===== config.mk =====
export PLATFORM = sky130hd
export DESIGN_NAME = mem_byte_sequencer
export DESIGN_NICKNAME = d
export VERILOG_FILES = /design/src/rtl/mem_seq_pkg.sv /design/src/rtl/mem_seq_lane_sel.sv /design/src/rtl/mem_byte_sequencer.sv
export SDC_FILE = /design/constraint.sdc
export NUM_CORES = 1
export LEC_CHECK = 0
export ABC_CLOCK_PERIOD_IN_PS = 2000
export CORE_ASPECT_RATIO = 0.9
export CORE_MARGIN = 1.5
export CORE_UTILIZATION = 32
export DETAILED_ROUTE_END_ITERATION = 10
export GPL_ROUTABILITY_DRIVEN = 0
export SLEW_MARGIN = 5
export SYNTH_ARGS = -nofsm -noshare
export SYNTH_HDL_FRONTEND = slang
export SYNTH_SLANG_ARGS = --single-unit

===== constraint.sdc =====
create_clock -name clk -period 2 [get_ports clk]
set_input_delay 0.4 -clock clk [delete_from_list [all_inputs] [get_ports clk]]
set_output_delay 0.4 -clock clk [all_outputs]
set_load 0.02 [all_outputs]

===== src/rtl/mem_seq_pkg.sv =====
// mem_seq_pkg
//   Shared types and constants for the word-to-byte memory sequencer.
//   Used by mem_byte_sequencer (top) and mem_seq_lane_sel (byte lane mux).
//   Optional build macro: MEM_SEQ_BIG_ENDIAN_EN (consumed by mem_seq_lane_sel).
package mem_seq_pkg;

  localparam int BYTES_PER_WORD = 4;
  localparam int BYTE_W         = 8;

  typedef enum logic [1:0] {
    ST_IDLE   = 2'd0,
    ST_ACCESS = 2'd1,
    ST_DONE   = 2'd2
  } state_e;

  // Byte counter: selects which of the BYTES_PER_WORD bytes is on the bus.
  typedef logic [$clog2(BYTES_PER_WORD)-1:0] byte_idx_t;

  localparam byte_idx_t LAST_BYTE = byte_idx_t'(BYTES_PER_WORD - 1);

endpackage


===== src/rtl/mem_seq_lane_sel.sv =====
// mem_seq_lane_sel
//   Combinational byte-lane steering between a 32-bit word and the byte bus.
//   Extracts byte idx_i from wr_word_i for stores, and returns rd_word_i with
//   byte idx_i replaced by rd_byte_i for loads.
//   Build macro MEM_SEQ_BIG_ENDIAN_EN: when defined, byte k maps to
//   word[31-8k:24-8k]; otherwise byte k maps to word[8k+7:8k].
//
// Ports:
//   wr_word_i  in   DATA_W  latched store word
//   idx_i      in   2       byte counter
//   rd_word_i  in   DATA_W  partially assembled load word
//   rd_byte_i  in   8       byte returned by memory
//   wr_byte_o  out  8       byte to drive onto the memory write bus
//   rd_word_o  out  DATA_W  rd_word_i with the addressed lane updated
module mem_seq_lane_sel
  import mem_seq_pkg::*;
#(
  parameter int DATA_W = 32
) (
  input  logic [DATA_W-1:0] wr_word_i,
  input  byte_idx_t         idx_i,
  input  logic [DATA_W-1:0] rd_word_i,
  input  logic [BYTE_W-1:0] rd_byte_i,
  output logic [BYTE_W-1:0] wr_byte_o,
  output logic [DATA_W-1:0] rd_word_o
);

  byte_idx_t lane;

`ifdef MEM_SEQ_BIG_ENDIAN_EN
  assign lane = LAST_BYTE - idx_i;
`else
  assign lane = idx_i;
`endif

  // Constant-indexed loop keeps every part-select static.
  always_comb begin
    wr_byte_o = '0;
    rd_word_o = rd_word_i;
    for (int i = 0; i < BYTES_PER_WORD; i++) begin
      if (lane == byte_idx_t'(i)) begin
        wr_byte_o                     = wr_word_i[i*BYTE_W +: BYTE_W];
        rd_word_o[i*BYTE_W +: BYTE_W] = rd_byte_i;
      end
    end
  end

endmodule


===== src/rtl/mem_byte_sequencer.sv =====
// mem_byte_sequencer
//   Bridges the MEM pipeline stage to a byte-wide, single-port data memory.
//   Each 32-bit load/store becomes four sequential byte accesses; the
//   pipeline is held with freeze until the sequence completes.
//   Build macro MEM_SEQ_BIG_ENDIAN_EN selects big-endian byte order
//   (see mem_seq_lane_sel); timing is identical in both builds.
//
// Ports:
//   clk            in   1       system clock
//   rst            in   1       synchronous active-high reset
//   mem_r_en       in   1       load request (held while freeze=1)
//   mem_w_en       in   1       store request (held while freeze=1)
//   address        in   ADDR_W  word byte address, bits [1:0] ignored
//   write_data     in   DATA_W  store data
//   freeze         out  1       pipeline stall
//   read_data      out  DATA_W  last assembled load word
//   read_valid     out  1       one-cycle pulse when read_data updated
//   mb_address     out  ADDR_W  byte address to memory
//   mb_write_data  out  8       byte to write
//   mb_r_en        out  1       byte read enable
//   mb_w_en        out  1       byte write enable
//   mb_data        in   8       byte read data (combinational from mb_address)
//
// state     | meaning
// ----------+------------------------------------------------------------
// ST_IDLE   | waiting; a request freezes the pipe and latches the operands
// ST_ACCESS | one byte per cycle, k = 0..3, freeze held high
// ST_DONE   | freeze released; loads pulse read_valid; requests ignored
module mem_byte_sequencer
  import mem_seq_pkg::*;
#(
  parameter int ADDR_W = 32,
  parameter int DATA_W = 32
) (
  input  logic              clk,
  input  logic              rst,
  input  logic              mem_r_en,
  input  logic              mem_w_en,
  input  logic [ADDR_W-1:0] address,
  input  logic [DATA_W-1:0] write_data,
  output logic              freeze,
  output logic [DATA_W-1:0] read_data,
  output logic              read_valid,
  output logic [ADDR_W-1:0] mb_address,
  output logic [BYTE_W-1:0] mb_write_data,
  output logic              mb_r_en,
  output logic              mb_w_en,
  input  logic [BYTE_W-1:0] mb_data
);

  state_e            state_q, state_d;
  byte_idx_t         k_q, k_d;
  logic [ADDR_W-1:0] base_q, base_d;
  logic [DATA_W-1:0] wdata_q, wdata_d;
  logic              wr_op_q, wr_op_d;
  logic [DATA_W-1:0] rbuf_q, rbuf_d;
  logic [DATA_W-1:0] read_data_q, read_data_d;

  logic [BYTE_W-1:0] lane_wr_byte;
  logic [DATA_W-1:0] rbuf_ins;
  logic              req;

  assign req = mem_r_en | mem_w_en;

  mem_seq_lane_sel #(
    .DATA_W (DATA_W)
  ) u_lane_sel (
    .wr_word_i (wdata_q),
    .idx_i     (k_q),
    .rd_word_i (rbuf_q),
    .rd_byte_i (mb_data),
    .wr_byte_o (lane_wr_byte),
    .rd_word_o (rbuf_ins)
  );

  always_comb begin
    state_d       = state_q;
    k_d           = k_q;
    base_d        = base_q;
    wdata_d       = wdata_q;
    wr_op_d       = wr_op_q;
    rbuf_d        = rbuf_q;
    read_data_d   = read_data_q;
    freeze        = 1'b0;
    read_valid    = 1'b0;
    mb_address    = '0;
    mb_write_data = '0;
    mb_r_en       = 1'b0;
    mb_w_en       = 1'b0;

    unique case (state_q)
      ST_IDLE: begin
        if (req) begin
          freeze  = 1'b1;
          state_d = ST_ACCESS;
          k_d     = '0;
          base_d  = {address[ADDR_W-1:2], 2'b00};
          wdata_d = write_data;
          // Both enables high resolves to a store.
          wr_op_d = mem_w_en;
        end
      end

      ST_ACCESS: begin
        freeze     = 1'b1;
        mb_address = base_q + ADDR_W'(k_q);
        if (wr_op_q) begin
          mb_w_en       = 1'b1;
          mb_write_data = lane_wr_byte;
        end else begin
          mb_r_en = 1'b1;
          rbuf_d  = rbuf_ins;
          // Publish on the last byte so read_data is already valid in DONE;
          // an aborted load therefore never disturbs read_data.
          if (k_q == LAST_BYTE) begin
            read_data_d = rbuf_ins;
          end
        end
        k_d = k_q + 1'b1;
        if (k_q == LAST_BYTE) begin
          state_d = ST_DONE;
        end
      end

      ST_DONE: begin
        read_valid = ~wr_op_q;
        state_d    = ST_IDLE;
      end

      default: begin
        state_d = ST_IDLE;
      end
    endcase

    // Quiesce the memory bus in the reset cycle itself so that a reset
    // landing mid-store does not commit the byte currently on the bus.
    if (rst) begin
      freeze        = 1'b0;
      read_valid    = 1'b0;
      mb_address    = '0;
      mb_write_data = '0;
      mb_r_en       = 1'b0;
      mb_w_en       = 1'b0;
    end
  end

  always_ff @(posedge clk) begin
    if (rst) begin
      state_q     <= ST_IDLE;
      k_q         <= '0;
      base_q      <= '0;
      wdata_q     <= '0;
      wr_op_q     <= 1'b0;
      rbuf_q      <= '0;
      read_data_q <= '0;
    end else begin
      state_q     <= state_d;
      k_q         <= k_d;
      base_q      <= base_d;
      wdata_q     <= wdata_d;
      wr_op_q     <= wr_op_d;
      rbuf_q      <= rbuf_d;
      read_data_q <= read_data_d;
    end
  end

  assign read_data = read_data_q;

endmodule

# Yosys cells after proc, flatten, opt, wreduce, memory -nomap -nowiden
# Index checks and enable logic that the tools add are counted.
[classes]
n_reduce_logical = 8
n_bitwise = 2
eq_ne = 7
addsub = 2
muxes = 29
[op_table]
columns = ["op", "n"]
rows = [
  ["$mux 8", 11],
  ["$mux 32", 2],
  ["$add 32x2->32", 1],
  ["$mux 1", 10],
  ["$pmux 2 s2", 2],
  ["$reduce_and 2->1", 4],
  ["$eq 2x2->1 const B", 3],
  ["$mux 2", 3],
  ["$eq 2x1->1 const B", 2],
  ["$logic_not 2->1", 2],
  ["$ne 2x2->1 const B", 2],
  ["$reduce_and 3->1", 1],
  ["$add 2x1->2 const B", 1],
  ["$pmux 1 s2", 1],
  ["$reduce_bool 2->1", 1],
  ["$not 1->1", 1],
  ["$or 1x1->1", 1],
]
[word_totals]
output_inout_bits = 76
register_bits = 131
word_cells = 55

# Logic depth before layout (Yosys ltp)
[logic_depth]
depth_word = 8
mapped_depth = 7
ltp_nobuf = 5

# By module
# From an unflattened synthesis, not the netlist that was laid out.
[hier_totals]
hier_cells = 671
area_unflattened_um2 = 6221.0
[modules_own_cells]
columns = ["mod", "n_inst", "cells_each", "seq_area_each_um2", "area_each_um2"]
rows = [
  ["mem_byte_sequencer", 1, 623, 2622.5, 5595.4],
  ["mem_seq_lane_sel", 1, 48, 0.0, 625.6],
]

# Least setup slack after synthesis
# Ideal clock, no wire load.
[synth_path]
path_kind = "register to output"
from = "register k_q[0]"
to = "output mb_write_data[0]"
path_stages_with_launch = 8
t_arrival_ps = 1602
t_required_ps = 1600
n_path_buf = 2
setup_slack_ps = -2
cell_sequence = "dfxtp_1 -> inv_1 -> ha_1 -> buf_2 -> nor2b_1 -> clkbuf_1 -> a221oi_1 -> o21ai_1"
[synth_via]
elab_chain_cells = 8
elab_cells_between_ends = 11
classes_between = "eq/ne (3); mux (7); reduce/logical (1)"
[synth_rtl]
columns = ["item", "line_no", "text"]
rows = [
  ["from (decl)", "mem_byte_sequencer.sv:52", "byte_idx_t k_q, k_d;"],
  ["from (signal assigned)", "mem_byte_sequencer.sv:158", "k_q <= k_d;"],
  ["$logic_not 2->1", "mem_seq_lane_sel.sv:41", "if (lane == byte_idx_t'(i)) begin"],
  ["$mux 8 (3 in a row)", "mem_seq_lane_sel.sv:41", ""],
  ["$mux 8 (*)", "mem_seq_lane_sel.sv:41", ""],
  ["$mux 8 (*)", "mem_byte_sequencer.sv:107", "if (wr_op_q) begin"],
  ["$mux 8 (*)", "mem_byte_sequencer.sv:91", "unique case (state_q)"],
  ["$mux 8 (*)", "mem_byte_sequencer.sv:137", "if (rst) begin"],
  ["to (decl)", "mem_byte_sequencer.sv:45", "output logic [BYTE_W-1:0] mb_write_data,"],
]
# Mark *: on every way between the ends. The rest lies on a longest branch, timed or not.

# Final worst setup path
[layout_path]
from = "register k_q[0]"
to = "output mb_write_data[2]"
# Same word-level chain as after synthesis.

==> results.py <==
metrics = {
    "drt": {
        "route.detailed.wl_per_inst_um": 16.84,
        "via_per_inst": 5.185,
        "drc": 0,
        "routed_wl_um": 16730,
        "ant_nets": 0,
        "first_pass_iters": 5,
        "via_count": 5149,
        "drt_iter0_markers": 298,
    },
    "power_and_ir_drop": {
        "peakVddDrop_mv": 0.5573,
        "cell_internal_pwr_mw": 5.073,
        "total_power_mw": 6.701,
        "p_sw_share_pct": 24.30,
        "power-per-cell-area_nw_per_um2": 805.9,
        "static-leakage-power_nw": 2.998,
        "power.share.sequential_pct": 39.2,
        "power.combinational.fraction_pct": 13.5,
        "net-switching-power_mw": 1.628,
        "fraction_of_power_consumed_by_the_clock_network_pct": 47.3,
    },
    "worst_setup_path": {
        "timing.setup.critical_path_class": "flip-flop to output port",
        "critical_path.endpoint_type": "output port",
        "arrival_time_of_data_at_the_critical_path_endpoint_ps": 1750,
        "critical_path.n_buffers_inverters": 4,
        "crit_path_start_kind": "flip-flop",
        "worstPathCellList": "inv_2, buf_6, ha_4, buf_12, nand2b_4, nand4b_1, o21ai_2, buf_6",
        "worst_path_largest_cell_delay_ps": 340,
        "worst_path_max_delay_cell": "sky130_fd_sc_hd__dfxtp_2",
        "worst_ep_required_time_ps": 1600,
        "crit_path_frequent_cell": "sky130_fd_sc_hd__buf_6",
        "crit_path_max_fanout": 5,
        "cpLargestDelayFamily": "buffers and inverters",
    },
    "synth": {
        "post_synth_design_cell_area_um2": 5471,
        "synth_cells": 628,
        "number_of_distinct_library_cells_after_synthesis": 35,
        "post-synth-top-count-cell": "sky130_fd_sc_hd__dfxtp_1",
        "syn-mean-instance-area_um2": 8.713,
        "synth_top_area_share_pct": 45.00,
        "synthArstFlopShare_pct": 0,
        "synth-edff-count": 0,
        "ys_top_cells_by_area": "sky130_fd_sc_hd__dfxtp_1 (45%), sky130_fd_sc_hd__mux2i_1 (8.8%), sky130_fd_sc_hd__a21oi_1 (6.7%), sky130_fd_sc_hd__nand3_1 (5.7%), sky130_fd_sc_hd__o21ai_0 (4.9%)",
        "synth-warning-count": 0,
        "synth_nets": 708,
        "ys_dominant_reg_cell": "sky130_fd_sc_hd__dfxtp_1",
        "total_of_flip_flops_plus_latches_after_synthesis": 123,
        "synth_sequential_area_ratio_pct": 45.00,
        "yosys-top-cells-count": "sky130_fd_sc_hd__dfxtp_1 (123), sky130_fd_sc_hd__a21oi_1 (73), sky130_fd_sc_hd__nand3_1 (62), sky130_fd_sc_hd__o21ai_0 (54), sky130_fd_sc_hd__nor2_1 (49)",
        "synth_area_leader_cell": "sky130_fd_sc_hd__dfxtp_1",
    },
    "sta": {
        "timing.final.crit_period_ps": 2151,
        "finalSetupViolCount": 36,
        "timing.final.crit_share_pct": 107.5,
        "final-max-slew-violation-count": 0,
        "slew-limit-headroom_pct": 46.52,
        "worst_slew_pin_slew_ps": 802.2,
        "rsz_0062_raised_after_global_routing": "true",
        "finalClockSkew_ps": 7.558,
        "final-hold-violation-count": 0,
        "fin_ws_ps": -151.0,
        "fin_tns_setup_ps": -2372,
        "fmax_mhz": 464.9,
    },
    "min_path": {
        "hold_path_class": "flip-flop to flip-flop",
    },
    "floorplan": {
        "num_rows": 45,
        "ioPinCount": 152,
        "die_height_um": 127.1,
        "core_um2": 16780,
        "x_dimension_of_the_die_um": 140.8,
        "floorplan.initialDensity_pct": 32.61,
        "floorplan.die_area_um2": 17890,
    },
    "finish": {
        "design.final.nets": 849,
        "area_delta_synth_final_pct": 51.96,
        "ff_latch_area_um2": 2467,
        "final_area_um2": 8314,
        "filler_cell_count": 1520,
        "multiInputGateArea_um2": 2880,
        "ant_diodes": 0,
        "post-route-util_pct": 49.55,
        "drive_above_1_share_pct": 21.99,
    },
    "clock_network": {
        "maximum_buffer_depth_of_the_clock_tree": 2,
        "cts_max_level": 4,
        "cts_num_sinks": 123,
        "clk_transition_reported_paths_ps": 60,
        "cts_tree": "built",
        "cts_made_buffers": 17,
        "library_cell_used_as_clock_root_buffer": "sky130_fd_sc_hd__clkbuf_16",
        "clock_insertion_delay_worst_skew_ps": 400,
        "cts.hold.buffers_added": 0,
    },
    "placement": {
        "placement_cell_area_um2": 7287,
        "buffer_ports.inserted": 149,
        "place_hpwl_um": 10710,
    },
    "global_route": {
        "antenna_found_initial": 0,
        "grt_pass1_wl_um": 26650,
        "grt_overflow": 0,
        "groute.usage.overall_pct": 18.84,
        "first_global_vias": 5091,
        "grt_start_max_net_pins": 74,
    },
    "status": {
        "outcome": "finished, violations left",
        "violations": "setup timing",
    },
    "job": {
        "max_cap_violations": 0,
    },
}
==> worst paths after layout <==
kind	startpoint	end	slack (ps)	depth (start not counted)
max	k_q[0]$_SDFFE_PP0P_	mb_write_data[2]	-150	8
min	read_data[26]$_SDFFE_PP0P_	read_data[26]$_SDFFE_PP0P_	460	2
max reg2reg	k_q[1]$_SDFFE_PP0P_	rbuf_q[21]$_SDFFE_PP0P_	100	7
min reg2reg	read_data[26]$_SDFFE_PP0P_	read_data[26]$_SDFFE_PP0P_	460	2
==> cell families after synthesis <==
kind of cell / Yosys count / share of synthesized area, %
flip-flops: 123 / 45.00
adder cells (fa/ha/maj): 4 / 0.9147
AND/OR/NAND/NOR: 202 / 19.99
multiplexers: 48 / 8.781
buffers and inverters: 72 / 6.517
AO/OA/AOI/OAI: 179 / 18.80
==> tightest hold or removal path: stages (launching register included) <==
cell,delay [ps]
sky130_fd_sc_hd__dfxtp_1,310
sky130_fd_sc_hd__nand2_1,50
sky130_fd_sc_hd__a21oi_1,50
==> power groups by stage <==
stage	sequential (mW)	combinational [mW]	clock, mW
2_1_floorplan	2.65	0.429	0
3_3_place_gp	2.67	0.769	0
3_5_place_dp	2.67	0.786	0
4_1_cts	2.62	0.883	3.24
5_1_grt	2.64	0.974	3.36
6_report	2.63	0.904	3.17
==> layer usage <==
| layer | GRT usage (%) | vias up | share of wire, % |
|---|---|---|---|
| met5 | 0 | - | 0 |
| met3 | 6.597 | 11 | 7.5 |
| li1 | - | 2507 | - |
| met1 | 24.99 | 2444 | 46 |
| met4 | 5.086 | 0 | 0.88 |
| met2 | 29.15 | 187 | 46 |
==> registers in the layout (all words and copies together) (netlist names) <==
signal / flops
state_q: 2
rbuf_q: 24
base_q: 30
k_q: 2
wdata_q: 32
read_data: 32
wr_op_q: 1
==> metrics by stage <==
step	hold slack (ps)	cells	setup slack, ps
after detailed placement	449.4	950	-566.3
after floorplan	448.2	628	48.22
final	458.6	993	-151.0
after global routing	471.5	993	-238.0
after CTS	434.2	992	-166.3
after global placement	445.4	950	-471.8
==> placed cells by master (no fill, tap or decap), drive strengths merged, types with 24 or more instances in the layout <==
| cell type | count |
|---|---|
| a211oi | 24 |
| a21oi | 73 |
| and2 | 34 |
| buf | 85 |
| clkdlybuf4s50 | 104 |
| dfxtp | 123 |
| mux2i | 48 |
| nand3 | 62 |
| nor2 | 50 |
| o21ai | 73 |
==> what timing repair did <==
action,CTS,global route
hold endpoints to repair,0,0
pin swaps,18,19
setup buffers,7,2
gates cloned,4,0
setup endpoints to repair,75,51
resized for setup,275,23
==> final cells by class <==
type,instances,area share (%)
Multi-Input combinational cell,433,34.64
Sequential cell,123,29.68
Timing Repair Buffer,191,25.00
Clock buffer,22,5.704
Tap cell,211,3.175
Clock inverter,10,1.670
Inverter,3,0.1354
Power figures use the tool's default switching activity.
